===== config.mk =====
export PLATFORM = sky130hd
export DESIGN_NAME = cmac_seq_mult_acc
export DESIGN_NICKNAME = d
export VERILOG_FILES = /design/src/rtl/cmac_mult_pkg.sv /design/src/rtl/cmac_pp2x2.sv /design/src/rtl/cmac_seq_mult_acc.sv
export SDC_FILE = /design/constraint.sdc
export NUM_CORES = 1
export LEC_CHECK = 0
export BUFFER_PORTS_ARGS = -buffer_cell sky130_fd_sc_hd__buf_2
export CORE_UTILIZATION = 59
export DETAILED_ROUTE_END_ITERATION = 10
export PLACE_DENSITY = 0.81
export SLEW_MARGIN = 40
export SYNTH_ARGS = -nofsm -noshare
export SYNTH_HDL_FRONTEND = slang
export SYNTH_SLANG_ARGS = --single-unit

===== constraint.sdc =====
create_clock -name nvdla_core_clk -period 6.6 [get_ports nvdla_core_clk]
set_input_delay 0 -clock nvdla_core_clk [delete_from_list [all_inputs] [get_ports nvdla_core_clk]]
set_output_delay 0 -clock nvdla_core_clk [all_outputs]
set_load 0.05 [all_outputs]

===== src/rtl/cmac_mult_pkg.sv =====
// Shared types and constants for the sequential CMAC multiply-accumulate.
// CMAC_APPROX_2X2_EN selects the 3-bit approximate 2x2 cell width.
package cmac_mult_pkg;

   typedef enum logic [1:0] {
      StIdle,
      StBusy,
      StDone
   } state_e;

`ifdef CMAC_APPROX_2X2_EN
   localparam int unsigned CELL_W = 3;
`else
   localparam int unsigned CELL_W = 4;
`endif

   // Number of 2-bit digits of b, which is also the BUSY cycle count.
   function automatic int unsigned ndig(input int unsigned dw);
      return dw / 2;
   endfunction

endpackage


===== src/rtl/cmac_pp2x2.sv =====
// Combinational 2x2 unsigned partial-product cell.
// With CMAC_APPROX_2X2_EN defined, 3x3 returns 7; all other products stay exact.
module cmac_pp2x2
   import cmac_mult_pkg::*;
(
   input  logic [1:0]        a,
   input  logic [1:0]        b,
   output logic [CELL_W-1:0] p
);

   logic [3:0] prod;

   assign prod = {2'b00, a} * {2'b00, b};

`ifdef CMAC_APPROX_2X2_EN
   always_comb begin
      p = CELL_W'(prod);
      if (a == 2'd3 && b == 2'd3) begin
         p = 3'b111;
      end
   end
`else
   assign p = prod;
`endif

endmodule


===== src/rtl/cmac_seq_mult_acc.sv =====
// Sequential unsigned DW x DW multiply-accumulate, one 2-bit digit of b per cycle.
// Define CMAC_APPROX_2X2_EN to build with the approximate 2x2 cells.
module cmac_seq_mult_acc
   import cmac_mult_pkg::*;
#(
   parameter int unsigned DW    = 8,
   parameter int unsigned ACC_W = 2 * DW + 4
) (
   input  logic             nvdla_core_clk,
   input  logic             nvdla_core_rstn,
   input  logic             in_valid,
   output logic             in_ready,
   input  logic [DW-1:0]    in_a,
   input  logic [DW-1:0]    in_b,
   input  logic             in_acc,
   output logic             out_valid,
   input  logic             out_ready,
   output logic [ACC_W-1:0] out_data
);

   localparam int unsigned NDIG  = ndig(DW);
   localparam int unsigned CNT_W = (NDIG > 1) ? $clog2(NDIG) : 1;
   localparam int unsigned ROW_W = DW + 2;

   state_e           state_q;
   logic [CNT_W-1:0] cnt_q;
   logic [DW-1:0]    a_q;
   logic [DW-1:0]    b_q;
   logic [ACC_W-1:0] acc_q;
   logic             in_ready_q;
   logic             out_valid_q;

   logic [1:0]        b_dig;
   logic [CELL_W-1:0] cell_p [NDIG];
   logic [ROW_W-1:0]  row;
   logic [ACC_W-1:0]  row_sh;

   assign b_dig = 2'(b_q >> {cnt_q, 1'b0});

   for (genvar k = 0; k < NDIG; k++) begin : g_cell
      cmac_pp2x2 u_cell (
         .a (a_q[2*k+1:2*k]),
         .b (b_dig),
         .p (cell_p[k])
      );
   end

   always_comb begin
      row = '0;
      for (int k = 0; k < NDIG; k++) begin
         row = row + (ROW_W'(cell_p[k]) << (2 * k));
      end
   end

   assign row_sh = ACC_W'(row) << {cnt_q, 1'b0};

   always_ff @(posedge nvdla_core_clk) begin
      if (!nvdla_core_rstn) begin
         state_q     <= StIdle;
         cnt_q       <= '0;
         a_q         <= '0;
         b_q         <= '0;
         acc_q       <= '0;
         in_ready_q  <= 1'b1;
         out_valid_q <= 1'b0;
      end else begin
         unique case (state_q)
            StIdle: begin
               if (in_valid && in_ready_q) begin
                  a_q        <= in_a;
                  b_q        <= in_b;
                  cnt_q      <= '0;
                  in_ready_q <= 1'b0;
                  if (!in_acc) begin
                     acc_q <= '0;
                  end
                  // A zero operand adds nothing, so skip the digit loop entirely.
                  if (in_a == '0 || in_b == '0) begin
                     state_q     <= StDone;
                     out_valid_q <= 1'b1;
                  end else begin
                     state_q <= StBusy;
                  end
               end
            end
            StBusy: begin
               acc_q <= acc_q + row_sh;
               if (cnt_q == CNT_W'(NDIG - 1)) begin
                  state_q     <= StDone;
                  out_valid_q <= 1'b1;
               end else begin
                  cnt_q <= cnt_q + 1'b1;
               end
            end
            StDone: begin
               if (out_ready) begin
                  state_q     <= StIdle;
                  out_valid_q <= 1'b0;
                  in_ready_q  <= 1'b1;
               end
            end
            default: begin
               state_q <= StIdle;
            end
         endcase
      end
   end

   assign in_ready  = in_ready_q;
   assign out_valid = out_valid_q;
   assign out_data  = acc_q;

endmodule


==> results.md, run 1 <==
* Number of antenna diodes at 0
* Slew at the pin with the worst max-slew slack at 743 ps
* Largest area contributor in the netlist: sky130_fd_sc_hd__dfxtp_1
* Cells after synthesis at 415
* Residual antenna-violating net count after detailed routing at 0
* Nets in the synthesized netlist at 480
* Final weighted congestion of routability-driven global placement at 0.921
* Total clock sinks at 42
* Fin nets at 533
* Proportion of synthesized flip-flops having asynchronous set or reset at 0%
* Setup slack on the worst flop-to-flop path at 680 ps
* Hold violation count in the final report at 0
* Worst setup path category: reg -> reg
* Largest fanout on the critical path at 20
* Global-route wire length before repair at 13.1 mm
* Kind of capture point of the worst setup path: flop
* Primary FF master, synth: sky130_fd_sc_hd__dfxtp_1
* Total non-filler cell area in the finished layout at 0.00385 sq mm
* Worst R2R Start: cnt_q[0]$_SDFFE_PN0P_
* Achievable Freq at roughly 170 MHz
* Leakage Power at 1.87 nW
* Number of cell rows at 26
* Origin of the worst setup path: cnt_q[0]$_SDFFE_PN0P_
* Deepest clock path buffer count at 2
* Worst EP required at 6800 ps
* Number of cells on the worst reg-to-reg path at 18
* Cell area after synthesis at 0.00333 sq mm
* Total placed instance area at 0.00358 sq mm
* Skew final at 7.49 ps
* Worst voltage drop across the vdd grid at approximately 0.24 mV
* Number of synthesized flops with an enable pin at 0
* Netlist cell types at 56
* RSZ-0062 raised after global routing: no
* Vias per cell at 5.85
* CTS tree: built
* Number of slew-limit violations in the final report at 0
* Clock-pin slew reported for the worst setup and hold paths after clock tree synthesis at approximately 80 ps
* Die outline height at 77.1 um
* Seq/Total Area, Yosys at 25.2%
* Router iterations before antenna repair at 5
* Outcome: finished, final reports clean
* Post-synthesis sequential element count at 42
* Element type at the critical path start: flop
* Path category of the worst min-delay check: in -> reg
* Clock insertion delay at the later pin of the skew report at 300 ps
* Wirelength, routed at 7.69 mm
* Average wire per standard cell at 14.3 um
* Clock tree root driver cell: sky130_fd_sc_hd__clkbuf_8
* Worst slew margin relative to its limit at 50.4%
* Share of post-route cells with drive strength above 1 at 13.6%
* Core Box Area at 0.00527 sq mm
* Number of vias in the routed layout at roughly 3200
* Largest net degree at the start of global routing at 30
* Synth Area per Inst at 8.03 sq um
* Die width at roughly 77 um
* Final-layout setup total negative slack at 0 ps
* Starting density of the core at 63.2%
* Residual overflow from global routing at 0
* Max Cap Viol at 0
* Via count of the first global-routing pass at 2859
* Fraction of post-synthesis cell area in the top cell type by area at 25.2%
* Crit path arrival time at 6120 ps
* Worst hold slack across all endpoints at about 52 ps
* Post-layout min period at about 5900 ps
* Pwr/cell area at slightly above 200 mW/mm^2
* Number of H-tree levels at 2
* Count of warnings emitted by yosys at 0
* Cell types with the highest counts after synthesis: 63 x sky130_fd_sc_hd__nand2_1, 42 x sky130_fd_sc_hd__dfxtp_1, 42 x sky130_fd_sc_hd__ha_1, 36 x sky130_fd_sc_hd__a21oi_1, 29 x sky130_fd_sc_hd__nor2_1
* Total global-route track usage at 27.1%
* Relative area change from synthesis to final layout at 15.6%
* Top cells by area, synth: sky130_fd_sc_hd__dfxtp_1 25%, sky130_fd_sc_hd__ha_1 16%, sky130_fd_sc_hd__nand2_1 7.1%
* Detailed router's first-iteration violation count at roughly 200
* Initial antenna violation count at 0
* Number of design rule violations left after detail routing at 0
* Capture point of the critical path: out_data[14]$_SDFFE_PN0P_
* Setup Viol. Count Final at 0
* Most used standard cell by instance count after synthesis: sky130_fd_sc_hd__nand2_1
* Count of pins on the block boundary at 43
* IO buf count at 42
* Number of buffers created by CTS at 5
* Fin crit share at 89.7%
* Area of the die at slightly below 0.006 sq mm
* Gates resized, CTS repair at 0
* Final HPWL DP at 5.77 mm
* Reg-to-reg endpoint: out_data[14]$_SDFFE_PN0P_
==> logic make-up after synthesis <==
family | share of synthesized area [%]
and+or+nand+nor | 23.5
AOI/OAI and AO/OA | 21.1
adders and majority gates | 17.0
DFF | 25.2
buffers and inverters | 3.46
muxes | 6.01
xor gates and xnor gates | 3.68
==> repair_timing <==
action / CTS / global route
endpoints found under the hold margin: 18 / 0
setup buffers: 0 / 0
hold buffers: 17 / 0
==> layer usage <==
layer	global-route usage, %	vias up	routed length [um]
li1	-	1612	-
met4	10.9	0	212
met1	38.6	1439	3740
met3	4.17	17	343
met2	40.4	87	3390
met5	0	-	0
==> flip-flops by register name, summed over array words and instances (netlist names) <==
register	cells
out_valid	1
b_q	8
state_q	2
a_q	8
out_data	20
in_ready	1
cnt_q	2
==> power breakdown <==
group	leakage [nW]	switching, mW	internal (mW)
Combinational	1.49	0.186	0.108
Clock	0.0472	0.0899	0.0841
Sequential	0.341	0.0313	0.285
==> stage by stage <==
step	total power, mW	cells	utilization, %	setup WS [ps]
floorplan	0.538	415	-	1560
global placement	0.594	514	67.9	972
detailed placement	0.603	514	68.0	738
CTS	0.782	539	73.0	722
global route	0.841	539	73.0	367
finish	0.785	539	73.0	678
==> how the worst min path moves through the flow <==
stage | startpoint | end | slack [ps] | depth (start not counted)
2_1_floorplan | nvdla_core_rstn | in_ready$_SDFFE_PN1P_ | 80 | 1
3_3_place_gp | in_a[3] | a_q[3]$_SDFFE_PN0P_ | 250 | 3
3_5_place_dp | in_b[3] | b_q[3]$_SDFFE_PN0P_ | 260 | 3
4_1_cts | out_ready | in_ready$_SDFFE_PN1P_ | 60 | 3
5_1_grt | out_ready | in_ready$_SDFFE_PN1P_ | 120 | 3
6_report | out_ready | in_ready$_SDFFE_PN1P_ | 50 | 3
==> layout make-up <==
cell class	instances	area [sq um]
Multi-Input combinational cell	343	2380
Fill cell	422	1420
Sequential cell	42	841
Timing Repair Buffer	60	388
Tap cell	70	87.6
Clock buffer	6	82.6
Inverter	16	60.1
Clock inverter	2	12.5
==> worst max-delay path, stage by stage (launching register included) <==
cell and delay [ps]:
sky130_fd_sc_hd__dfxtp_1 810, sky130_fd_sc_hd__mux4_2 680, sky130_fd_sc_hd__and2_1 200, sky130_fd_sc_hd__ha_1 180
sky130_fd_sc_hd__ha_1 270, sky130_fd_sc_hd__ha_1 320, sky130_fd_sc_hd__fa_1 470, sky130_fd_sc_hd__a21o_1 200
sky130_fd_sc_hd__a21oi_1 290, sky130_fd_sc_hd__or4_1 190, sky130_fd_sc_hd__nand3_1 120, sky130_fd_sc_hd__mux2_2 300
sky130_fd_sc_hd__o21a_1 190, sky130_fd_sc_hd__ha_1 300, sky130_fd_sc_hd__a21oi_1 290, sky130_fd_sc_hd__a21boi_2 380
sky130_fd_sc_hd__nor3_2 90, sky130_fd_sc_hd__or3_1 310, sky130_fd_sc_hd__a32o_1 240
==> layout by cell type (no fill, tap or decap), types with 3 or more instances in the layout <==
master,count
sky130_fd_sc_hd__nand2_1,63
sky130_fd_sc_hd__ha_1,42
sky130_fd_sc_hd__dfxtp_1,42
sky130_fd_sc_hd__buf_2,42
sky130_fd_sc_hd__a21oi_1,36
sky130_fd_sc_hd__nor2_1,28
sky130_fd_sc_hd__and2_1,17
sky130_fd_sc_hd__dlygate4sd3_1,17
sky130_fd_sc_hd__inv_1,15
sky130_fd_sc_hd__o21ai_0,14
sky130_fd_sc_hd__mux2i_1,11
sky130_fd_sc_hd__and3_1,11
sky130_fd_sc_hd__nand3_1,10
sky130_fd_sc_hd__a21o_1,9
sky130_fd_sc_hd__xnor2_1,9
sky130_fd_sc_hd__a31oi_1,8
sky130_fd_sc_hd__nor4_1,8
sky130_fd_sc_hd__a22oi_1,7
sky130_fd_sc_hd__clkbuf_8,6
sky130_fd_sc_hd__nand2b_1,5
sky130_fd_sc_hd__o21a_1,5
sky130_fd_sc_hd__xor2_1,5
sky130_fd_sc_hd__mux2_2,4
sky130_fd_sc_hd__nor3_1,4
sky130_fd_sc_hd__nand4_1,3
No activity file was read; power rests on OpenSTA's default activity.
==> run 2, diff against run 1 <==
--- a/config.mk
+++ b/config.mk
@@ -7,9 +7,9 @@
 export LEC_CHECK = 0
 export BUFFER_PORTS_ARGS = -buffer_cell sky130_fd_sc_hd__buf_2
 export CORE_UTILIZATION = 59
+export CTS_BUF_LIST = sky130_fd_sc_hd__clkbuf_16
 export DETAILED_ROUTE_END_ITERATION = 10
 export PLACE_DENSITY = 0.81
-export SLEW_MARGIN = 40
 export SYNTH_ARGS = -nofsm -noshare
 export SYNTH_HDL_FRONTEND = slang
 export SYNTH_SLANG_ARGS = --single-unit
==> results.md, run 2 (synthesized netlist as in run 1, its figures left out) <==
* Number of cells on the worst reg-to-reg path at 18
* Number of H-tree levels at 2
* Top library cells by usage in the layout, fill and taps aside: 63 x sky130_fd_sc_hd__nand2_1, 42 x sky130_fd_sc_hd__ha_1, 42 x sky130_fd_sc_hd__dfxtp_1, 42 x sky130_fd_sc_hd__buf_2, 36 x sky130_fd_sc_hd__a21oi_1
* Cells on Worst Hold Path at 3
* Count of pins on the block boundary at 43
* Most common cell after layout, fill and taps aside: sky130_fd_sc_hd__nand2_1
* Residual antenna-violating net count after detailed routing at 0
* Largest fanout on the critical path at 20
* Starting density of the core at a little over three fifths
* Top Layer Used: met4
* Fin nets at ~530
* Number of vias in the routed layout at roughly 3200
* Wirelength, routed at between 7 and 8 mm
* Initial antenna violation count at 0
* Slew at the pin with the worst max-slew slack at 951 ps
* Crit path arrival time at about 6100 ps
* Skew final at 2.08 ps
* RSZ-0062 raised after global routing: no
* Detailed router's first-iteration violation count at 218
* Cts hold-fix bufs at 17
* Number of cell rows at 26
* Total placed instance area at 0.00358 sq mm
* Pwr/cell area at 217 mW/mm^2
* Core Box Area at 0.00527 sq mm
* Leakage Power at roughly 1.9 nW
* Outcome: finished, final reports clean
* Deepest clock path buffer count at 2
* Die width at 77.1 um
* Vias per cell at ~5.9
* Die outline height at 77.1 um
* Number of buffers created by CTS at 5
* Max Cap Viol at 0
* Post-CTS setup buffer count at 0
* Worst voltage drop across the vdd grid at 0.242 mV
* Routed length on met1 at 3.77 mm
* Worst R2R Start: cnt_q[0]$_SDFFE_PN0P_
* Final HPWL DP at about 5.8 mm
* Worst EP required at ~6800 ps
* Worst Hold Launch: out_ready
* Kind of capture point of the worst setup path: flop
* Clock tree root driver cell: sky130_fd_sc_hd__clkbuf_16
* Number of antenna diodes at 0
* Post-layout min period at 5970 ps
* Final-layout setup total negative slack at 0 ps
* Element type at the critical path start: flop
* Sum of met3 wire segment lengths after detailed routing at 352 um
* Endpoint of the worst hold path: in_ready$_SDFFE_PN1P_
* Setup Viol. Count Final at 0
* Reg-to-reg endpoint: out_data[14]$_SDFFE_PN0P_
* Total non-filler cell area in the finished layout at 0.00389 sq mm
* FF+latch area at 841 sq um
* Path category of the worst min-delay check: in -> reg
* Number of design rule violations left after detail routing at 0
* Fillers at 405
* Via count of the first global-routing pass at roughly 2900
* Clock-pin slew reported for the worst setup and hold paths after clock tree synthesis at about 60 ps
* Total global-route track usage at 27.5%
* Final weighted congestion of routability-driven global placement at 0.921
* Hold violation count in the final report at 0
* Gates resized, CTS repair at 0
* Achievable Freq at 168 MHz
* Worst slew margin relative to its limit at 36.4%
* IO buf count at 42
* Average wire per standard cell at 14.7 um
* Clock insertion delay at the later pin of the skew report at about 280 ps
* Total clock sinks at 42
* CTS tree: built
* Detail Route met2 WL at 3.67 mm
* Area of the die at 0.00595 sq mm
* Router iterations before antenna repair at 4
* Share of post-route cells with drive strength above 1 at 13.2%
* Worst setup path category: reg -> reg
* Fin crit share at between 90 and 100%
* Multi-input combinational cell area at 0.00237 sq mm
* Flip-flop count of the largest register, all copies and words added at 20
* Global-route wire length before repair at roughly 13 mm
* Residual overflow from global routing at 0
* Setup slack on the worst flop-to-flop path at around 630 ps
* Number of slew-limit violations in the final report at 0
* Relative area change from synthesis to final layout at 16.9%
* Largest net degree at the start of global routing at 30
## run 2: report_power, final
part / total [mW] / internal [mW] / switching (mW) / leakage (nW)
clock network: 0.235 / 0.138 / 0.0971 / 0.0672
registers: 0.317 / 0.285 / 0.0311 / 0.341
logic: 0.294 / 0.108 / 0.187 / 1.49
## run 2: worst max path at each step
stage                     startpoint                   endpoint
2_1_floorplan  cnt_q[0]$_SDFFE_PN0P_  out_data[14]$_SDFFE_PN0P_
3_3_place_gp   cnt_q[0]$_SDFFE_PN0P_  out_data[14]$_SDFFE_PN0P_
3_5_place_dp   cnt_q[0]$_SDFFE_PN0P_  out_data[14]$_SDFFE_PN0P_
4_1_cts        cnt_q[0]$_SDFFE_PN0P_  out_data[14]$_SDFFE_PN0P_
5_1_grt        cnt_q[0]$_SDFFE_PN0P_  out_data[19]$_SDFFE_PN0P_
6_report       cnt_q[0]$_SDFFE_PN0P_  out_data[14]$_SDFFE_PN0P_
## run 2: layout make-up
class	count	share of cell area, %
clock buffer	5	3.21
multi-input combinational	343	61.0
sequential	42	21.6
inverter	16	1.54
timing repair buffer	60	9.96
clock inverter	3	0.418
tap	70	2.25
## run 2: stage by stage
step                      worst slack (ps)  hold slack [ps]  util, %  total power, mW  instances
after floorplan                       1560             76.2        -            0.538        415
after global placement                 972              255     67.9            0.594        514
after detailed placement               752              258     67.9            0.602        514
after CTS                              722             81.8     73.9            0.844        539
after global routing                   372              142     73.9            0.902        539
final                                  633             83.0     73.9            0.846        539
## run 2: layer usage
layer	global-route usage, %	up-vias
met1	37.6	1455
met5	0	-
met3	4.29	13
met2	43.7	87
li1	-	1615
met4	9.81	0
## run 2: critical path, cell delays in order, from the launching register on
cell and delay, ps:
sky130_fd_sc_hd__dfxtp_1 800, sky130_fd_sc_hd__mux4_2 680, sky130_fd_sc_hd__and2_1 200, sky130_fd_sc_hd__ha_1 170
sky130_fd_sc_hd__ha_1 270, sky130_fd_sc_hd__ha_1 320, sky130_fd_sc_hd__fa_1 480, sky130_fd_sc_hd__a21o_1 200
sky130_fd_sc_hd__a21oi_1 300, sky130_fd_sc_hd__or4_1 190, sky130_fd_sc_hd__nand3_1 120, sky130_fd_sc_hd__mux2_2 300
sky130_fd_sc_hd__o21a_1 200, sky130_fd_sc_hd__ha_1 300, sky130_fd_sc_hd__a21oi_1 300, sky130_fd_sc_hd__a21boi_2 380
sky130_fd_sc_hd__nor3_2 90, sky130_fd_sc_hd__or3_1 310, sky130_fd_sc_hd__a32o_1 240
